[config.mk]
export PLATFORM = sky130hd
export DESIGN_NAME = mc_controller
export DESIGN_NICKNAME = d
export VERILOG_FILES = /design/src/rtl/mc_controller.sv
export SDC_FILE = /design/constraint.sdc
export NUM_CORES = 1
export LEC_CHECK = 0
export CORE_MARGIN = 2
export CORE_UTILIZATION = 38
export CTS_CLUSTER_DIAMETER = 120
export CTS_CLUSTER_SIZE = 16
export DETAILED_ROUTE_END_ITERATION = 6
export GPL_ROUTABILITY_DRIVEN = 0
export GPL_TIMING_DRIVEN = 0
export PLACE_DENSITY = 0.79
export SYNTH_ARGS = -nofsm -noshare
export SYNTH_HDL_FRONTEND = slang
export SYNTH_SLANG_ARGS = --single-unit
[constraint.sdc]
create_clock -name clk -period 3.2 [get_ports clk]
set_clock_uncertainty 0.1 [all_clocks]
set_input_delay 0.8 -clock clk [delete_from_list [all_inputs] [get_ports clk]]
set_output_delay 0.8 -clock clk [all_outputs]
set_load 0.005 [all_outputs]
[src/rtl/mc_controller.sv]
// Multicycle control FSM for the 16-bit accumulator MIPS datapath.
// Decodes the IR and drives every datapath select/enable from the current state.
module mc_controller #(
  parameter int HALT_ON_ILLEGAL = 1
) (
  input  logic        clk,
  input  logic        rst,
  input  logic [15:0] instruction,
  input  logic        zero,
  output logic [1:0]  PCSrc,
  output logic        PCWrite,
  output logic        IorD,
  output logic        MemRead,
  output logic        MemWrite,
  output logic        Reg1Src,
  output logic        RegDst,
  output logic [1:0]  writeSrc,
  output logic        RegWrite,
  output logic        ALUSrcA,
  output logic [1:0]  ALUSrcB,
  output logic [2:0]  ALUop,
  output logic        IRWrite,
  output logic        halted
);

  typedef enum logic [3:0] {
    S_FETCH, S_DECODE, S_MEM_RD, S_LOAD_WB, S_STORE, S_JUMP, S_BRZ,
    S_MOVE, S_C_EXE, S_C_WB, S_I_EXE, S_I_WB, S_HALT
  } state_t;

  state_t      state_q, state_d;
  state_t      dec_next;
  logic [3:0]  opcode;
  logic [8:0]  func;
  logic [2:0]  c_alu_op;
  logic        reg1_alt;
  logic        unused_reg_field;

  assign opcode           = instruction[15:12];
  assign func             = instruction[8:0];
  assign unused_reg_field = ^instruction[11:9];

  // Instruction decode: DECODE successor and C-type ALU operation
  always_comb begin
    dec_next = (HALT_ON_ILLEGAL != 0) ? S_HALT : S_FETCH;
    c_alu_op = 3'b000;
    case (opcode)
      4'h0: dec_next = S_MEM_RD;
      4'h1: dec_next = S_STORE;
      4'h2: dec_next = S_JUMP;
      4'h4: dec_next = S_BRZ;
      4'hC, 4'hD, 4'hE, 4'hF: dec_next = S_I_EXE;
      4'h8: begin
        case (func)
          9'h001, 9'h002: dec_next = S_MOVE;
          9'h004: begin dec_next = S_C_EXE; c_alu_op = 3'b000; end
          9'h008: begin dec_next = S_C_EXE; c_alu_op = 3'b001; end
          9'h010: begin dec_next = S_C_EXE; c_alu_op = 3'b010; end
          9'h020: begin dec_next = S_C_EXE; c_alu_op = 3'b011; end
          9'h040: begin dec_next = S_C_EXE; c_alu_op = 3'b100; end
          9'h080: dec_next = S_FETCH;
          default: ;
        endcase
      end
      default: ;
    endcase
  end

  // MOVEFROM and NOT read Ri through port 1; A re-latches every cycle so the select is held
  assign reg1_alt = (opcode == 4'h8) && ((func == 9'h002) || (func == 9'h040));

  always_comb begin
    state_d = S_FETCH;
    case (state_q)
      S_FETCH:  state_d = S_DECODE;
      S_DECODE: state_d = dec_next;
      S_MEM_RD: state_d = S_LOAD_WB;
      S_C_EXE:  state_d = S_C_WB;
      S_I_EXE:  state_d = S_I_WB;
      S_HALT:   state_d = S_HALT;
      default:  state_d = S_FETCH;
    endcase
  end

  always_ff @(posedge clk) begin
    if (rst) state_q <= S_FETCH;
    else     state_q <= state_d;
  end

  // Moore output decode; BRZ PCWrite is the only combinational path from zero
  always_comb begin
    PCSrc    = 2'd0;
    PCWrite  = 1'b0;
    IorD     = 1'b0;
    MemRead  = 1'b0;
    MemWrite = 1'b0;
    Reg1Src  = reg1_alt && (state_q != S_FETCH);
    RegDst   = 1'b0;
    writeSrc = 2'd0;
    RegWrite = 1'b0;
    ALUSrcA  = 1'b0;
    ALUSrcB  = 2'd0;
    ALUop    = 3'b000;
    IRWrite  = 1'b0;
    halted   = 1'b0;
    case (state_q)
      S_FETCH: begin
        MemRead = 1'b1;
        IRWrite = 1'b1;
        ALUSrcB = 2'd1;
        PCSrc   = 2'd3;
        PCWrite = 1'b1;
      end
      S_MEM_RD: begin
        IorD    = 1'b1;
        MemRead = 1'b1;
      end
      S_LOAD_WB: begin
        RegWrite = 1'b1;
        writeSrc = 2'd2;
      end
      S_STORE: begin
        IorD     = 1'b1;
        MemWrite = 1'b1;
      end
      S_JUMP: PCWrite = 1'b1;
      S_BRZ: begin
        ALUSrcA = 1'b1;
        ALUop   = 3'b101;
        PCWrite = zero;
      end
      S_MOVE: begin
        RegDst   = (func == 9'h001);
        RegWrite = 1'b1;
      end
      S_C_EXE: begin
        ALUSrcA = 1'b1;
        ALUop   = c_alu_op;
      end
      S_I_EXE: begin
        ALUSrcA = 1'b1;
        ALUSrcB = 2'd2;
        ALUop   = {1'b0, opcode[1:0]};
      end
      S_C_WB, S_I_WB: begin
        RegWrite = 1'b1;
        writeSrc = 2'd1;
      end
      S_HALT: halted = 1'b1;
      default: ;
    endcase
  end

endmodule

==> results of run 1 <==
[area by class of cell]
type	instances	area, sq um	area share
sequential	4	80.1	0.0704
tap	25	31.3	0.0275
inverter	5	18.8	0.0165
clock buffer	3	22.5	0.0198
timing repair buffer	39	343	0.301
buffer	10	60.1	0.0528
multi-input combinational	85	582	0.512
[logic make-up (layout without fill, tap and decap cells)]
kind of cell / after synthesis / after routing / synth area share
multiplexers: 1 / 1 / 0.0144
adder cells (fa/ha/maj): 1 / 1 / 0.0144
XOR/XNOR: 6 / 6 / 0.0758
AND/OR/NAND/NOR: 56 / 56 / 0.435
flip-flops: 4 / 4 / 0.116
AO/OA/AOI/OAI: 21 / 21 / 0.224
buffers and inverters: 16 / 57 / 0.121
[layer usage]
layer	wire [microns]	global-route usage	share of wire
met2	1060	0.378	0.48
met3	174	0.0471	0.079
met4	18	0.0278	0.0082
met1	938	0.309	0.43
met5	0	0	0
[path summary, 6_finish.rpt]
path / from / endpoint / slack (ns) / cells after the start
worst max-delay path: instruction[14] / ALUop[2] / 0.06 / 5
worst max register to register: state_q[1] / state_q[3] / 1.39 / 5
worst min register to register: state_q[2] / state_q[3] / 0.63 / 3
worst min-delay path: state_q[2] / state_q[3] / 0.63 / 3
[tightest hold or removal path: cells and delay by family, from the launching register on]
kind	cells	cell delay [ns]
AO/OA/AOI/OAI	2	0.25
buffers and inverters	1	0.07
flip-flops	1	0.34
[power groups by stage]
stage	Clock, mW	Combinational, mW	Sequential [mW]
after floorplan	0	0.0886	0.0601
after CTS	0.0659	0.179	0.0604
after global routing	0.0723	0.202	0.0613
after detailed placement	0	0.177	0.0612
after global placement	0	0.174	0.0610
final	0.0634	0.183	0.0604
[cells in the final DEF (no fill, tap or decap), types with 2 or more instances in the layout]
| master | count |
|---|---|
| clkbuf_4 | 3 |
| nor2_1 | 8 |
| nor3_2 | 2 |
| xor2_1 | 4 |
| buf_2 | 4 |
| buf_6 | 4 |
| nor2_2 | 2 |
| clkbuf_1 | 6 |
| inv_1 | 5 |
| nor3_1 | 11 |
| dlygate4sd2_1 | 10 |
| o21ai_0 | 4 |
| a31o_2 | 2 |
| dfxtp_1 | 4 |
| a21oi_1 | 2 |
| xnor2_1 | 2 |
| o2111ai_1 | 2 |
| nand2_1 | 6 |
| nand4_1 | 3 |
| nand2b_1 | 3 |
| clkdlybuf4s50_1 | 16 |
| nor4_1 | 6 |
| buf_4 | 9 |
| nand3_1 | 4 |
[through the flow]
step,utilization,setup TNS [ns],instances
after floorplan,-,0,105
after global placement,0.605,-3.08,162
after detailed placement,0.605,-3.14,162
after CTS,0.649,-0.0655,170
after global routing,0.659,-0.0164,171
final,0.659,0,171
[timing repair]
item,CTS,global route
endpoints found under the hold margin,0,0
pin swaps,7,6
buffers inserted,5,2
resized for setup,41,10
setup endpoints to repair,5,3
==> results_dict.tcl, run 1 <==
set metrics [dict create \
    drv_cap 0 \
    largest_register_ff_count 4 \
    numCtsBuffers 3 \
    htree_num_levels 1 \
    synthesis.instances 105 \
    die_y_microns 46.7 \
    area_growth_syn_to_layout_pct 64.1 \
    critical_path.top_delay_family "simple AND/OR/NAND/NOR gates" \
    clock_sinks 4 \
    io_pins 38 \
    intPower_uw 195 \
    dieArea_sq_mm 0.00218 \
    drive_gt1_frac 0.219 \
    vias_per_cell 5.77 \
    hold_violations 0 \
    hp-class "reg -> reg" \
    die_x_microns 46.7 \
    grt-ovfl-total 0 \
    syn_area_per_cell_sq_um 6.60 \
    timing.fmax_mhz 318 \
    clkPwrFrac 0.206 \
    design_area_sq_mm 0.00114 \
    leakagePower_nw 0.441 \
    critPathSlowestCell "or4b_4" \
    start_kind "primary input" \
    seqPwrFrac 0.197 \
    final_max_slew_viol_count 0 \
    place.port_buffers 32 \
    setup_violations 0 \
    syn_area_sq_um 693 \
    place_area_sq_mm 0.00104 \
    period_needed_ns 3.14 \
    power_switching_uw 112 \
    reg_top3 "state_q (4)" \
    nNetsFinal 167 \
    synth.yosys.seq_area_share 0.116 \
    clk_path_buf_depth 2 \
    dp_slack_ns -0.909 \
    antenna_left 0 \
    yosys.area.top_type "dfxtp_1" \
    antenna_found_initial 0 \
    drc 0 \
    crit_type "in -> out" \
    cts_tree "done" \
    cp_data_arrival_time_ns 2.24 \
    cts_root_buf "clkbuf_4" \
    max_slew_margin 0.582 \
    antennaDiodeCount 0 \
    grt_pass1_vias 831 \
    synth-edff-count 0 \
    vias 987 \
    yosysTopAreaCellShare 0.116 \
    avgRoutedWirePerCell_microns 12.8 \
    cp_max_fo 4 \
    period_share 0.982 \
    finalWorstSetupSlack_ns 0.0561 \
    drtPass1Iterations 4 \
    synthArstFlopShare 0 \
    status "finished, final reports clean" \
    cp_cell_sequence "buf_6, or4b_4, or4_4, a21oi_2, buf_2" \
    ys_ff_latch 4 \
    switching_share 0.365 \
    synthesis.nets 124 \
    yosysWarnings 0 \
    first_iter_violations 29 \
    dp_hpwl_microns 1560 \
    synthMostInstantiatedCell "nor3_1" \
    worstMarginPinSlew_ns 0.621 \
    hold_ws_ns 0.627 \
    clk_pin_slew_ns 0.04 \
    rows 15 \
    yosys-top-cells-count "nor3_1 (14), nor2_1 (10), nor4_1 (7), clkbuf_1 (6), nand2_1 (6)" \
    coreArea_sq_mm 0.00173 \
    synth.distinct_cells 39 \
    required_ns 2.30 \
    regMostFlops "state_q" \
    insertion_delay_ns 0.24 \
    start_util 0.401 \
    powerDensity_mw_per_mm2 270 \
    grt_pass1_wl_microns 3630 \
    hold_buffers 0 \
    grt_usage 0.226 \
    p_total_uw 307 \
    crit_buf_inv 2 \
    endpoint_kind "output port" \
    slowest_delay_ns 0.55 \
    grt_max_degree 11 \
    synth_top_flop_cell "dfxtp_1" \
    vdd_ir_drop_max_mv 0.214 \
    combPwrFrac 0.597 \
    synth_top_cells_by_area "dfxtp_1 (12%), nor3_1 (10%), nor4_1 (6.3%)" \
    n_fill_cell 154 \
    wl_microns 2190 \
]
Power figures use the tool's default switching activity.
==> run 2, diff against run 1 <==
--- a/config.mk
+++ b/config.mk
@@ -6,13 +6,14 @@
 export NUM_CORES = 1
 export LEC_CHECK = 0
 export CORE_MARGIN = 2
-export CORE_UTILIZATION = 38
+export CORE_UTILIZATION = 40
 export CTS_CLUSTER_DIAMETER = 120
 export CTS_CLUSTER_SIZE = 16
 export DETAILED_ROUTE_END_ITERATION = 6
+export DONT_BUFFER_PORTS = 1
 export GPL_ROUTABILITY_DRIVEN = 0
 export GPL_TIMING_DRIVEN = 0
-export PLACE_DENSITY = 0.79
+export PLACE_DENSITY = 0.54
 export SYNTH_ARGS = -nofsm -noshare
 export SYNTH_HDL_FRONTEND = slang
 export SYNTH_SLANG_ARGS = --single-unit
==> constraint.sdc (replaced) <==
create_clock -name clk -period 3.5 [get_ports clk]
set_clock_uncertainty 0.1 [all_clocks]
set_input_delay 0.875 -clock clk [delete_from_list [all_inputs] [get_ports clk]]
set_output_delay 0.875 -clock clk [all_outputs]
set_load 0.005 [all_outputs]
==> run 2 against run 1 <==
  * Via count decreased by 22%
  * Non-clock buffer count shrank 38
  * Routed wire length down 12%
==> results_dict.tcl, run 2 (synthesized netlist as in run 1, its figures left out) <==
set metrics [dict create \
    status "finished, final reports clean" \
    hold_buffers 0 \
    min_delay_path_depth 4 \
    antenna_found_initial 0 \
    layout_commonest_cell "nor3_1" \
    crit_type "in -> out" \
    grt_pass1_wl_microns 3190 \
    cp_max_fo 6 \
    avgRoutedWirePerCell_microns 15.4 \
    powerDensity_mw_per_mm2 283 \
    drv_cap 0 \
    drc 0 \
    rsz0062_at_grt "no" \
    hold_violations 0 \
    clk_path_buf_depth 2 \
    post_cts_buffers 0 \
    insertion_delay_ns 0.24 \
    antennaDiodeCount 0 \
    place.port_buffers 0 \
    final_max_slew_viol_count 0 \
    leakagePower_nw 0.248 \
    antenna_left 0 \
    coreArea_sq_mm 0.00167 \
    die_y_microns 45.6 \
    reg2reg_slack_ns 1.67 \
    regMostFlops "state_q" \
    min_to "state_q[3]" \
    cp_data_arrival_time_ns 2.30 \
    regToRegStartpoint "state_q[1]" \
    period_needed_ns 3.27 \
    cts_resized 0 \
    wl_met2_microns 866 \
    nNetsFinal 129 \
    ff2ff_path_depth 5 \
    hold_start "state_q[1]" \
    vias_per_cell 6.17 \
    timing.fmax_mhz 306 \
    drtPass1Iterations 4 \
    vdd_ir_drop_max_mv 0.120 \
    cts_root_buf "clkbuf_4" \
    worstMarginPinSlew_ns 0.662 \
    hp-class "reg -> reg" \
    reg_top3 "state_q (4)" \
    period_share 0.935 \
    grt_usage 0.207 \
    start_kind "primary input" \
    finalSetupTns_ns 0 \
    wl_microns 1930 \
    endpoint_kind "output port" \
    die_x_microns 45.6 \
    htree_num_levels 1 \
    clk_pin_slew_ns 0.04 \
    setup_violations 0 \
    final_cell_mix "nor3_1 (14), nor2_1 (10), nor4_1 (7), nand2_1 (6), clkbuf_1 (6)" \
    clock_sinks 4 \
    numCtsBuffers 3 \
    start_util 0.415 \
    drive_gt1_frac 0.102 \
    rows 15 \
    wl_met3_microns 157 \
    required_ns 2.52 \
    top_layer "met3" \
    vias 771 \
    met1_length_microns 903 \
    cts_tree "done" \
    grt-ovfl-total 0 \
    dieArea_sq_mm 0.00208 \
    dp_cells 122 \
    io_pins 38 \
    first_iter_violations 10 \
    worstReg2RegEnd "state_q[3]" \
    grt_max_degree 11 \
    area_growth_syn_to_layout_pct 6.32 \
    largest_register_ff_count 4 \
    n_fill_cell 201 \
    max_slew_margin 0.555 \
    dp_hpwl_microns 1500 \
    final_cells 125 \
    grt_pass1_vias 745 \
]
## run 2: power by group
group / internal [mW] / switching, mW
logic: 0.0399 / 0.0557
clock network: 0.0383 / 0.0188
registers: 0.0507 / 0.00497
total: 0.129 / 0.0794
## run 2: worst max-delay path: stages
cell and delay (ns):
nor3_1 0.53, nand4_1 0.23, or4_1 0.45, a21oi_1 0.20
## run 2: worst max-delay path by stage
stage	start	end	slack [ns]	cells after the start
2_1_floorplan	instruction[13]	ALUop[2]	0.37	4
3_3_place_gp	instruction[3]	ALUop[2]	0.26	4
3_5_place_dp	instruction[3]	ALUop[2]	0.25	4
4_1_cts	instruction[3]	ALUop[2]	0.24	4
5_1_grt	instruction[3]	ALUop[2]	0.13	4
6_report	instruction[3]	ALUop[2]	0.23	4
## run 2: final cells by class
class / count / area [sq um] / share of cell area
buffer: 11 / 65.1 / 0.0883
multi-input combinational: 85 / 529 / 0.718
inverter: 5 / 18.8 / 0.0255
tap: 17 / 21.3 / 0.0289
sequential: 4 / 80.1 / 0.109
clock buffer: 3 / 22.5 / 0.0306
## run 2: routing by layer
metal,global-route usage,vias up
li1,-,406
met1,0.254,336
met2,0.332,29
met3,0.0913,0
met4,0.0412,0
met5,0,-
## run 2: through the flow
step / cell area, sq um / hold WS, ns / util / total power, mW / setup WS, ns
6_report: 737 / 0.605 / 0.441 / 0.208 / 0.229
5_1_grt: 737 / 0.609 / 0.441 / 0.227 / 0.129
3_3_place_gp: 714 / 0.601 / 0.428 / 0.150 / 0.256
3_5_place_dp: 714 / 0.608 / 0.428 / 0.152 / 0.246
2_1_floorplan: 693 / 0.533 / - / 0.136 / 0.373
4_1_cts: 737 / 0.609 / 0.441 / 0.210 / 0.240
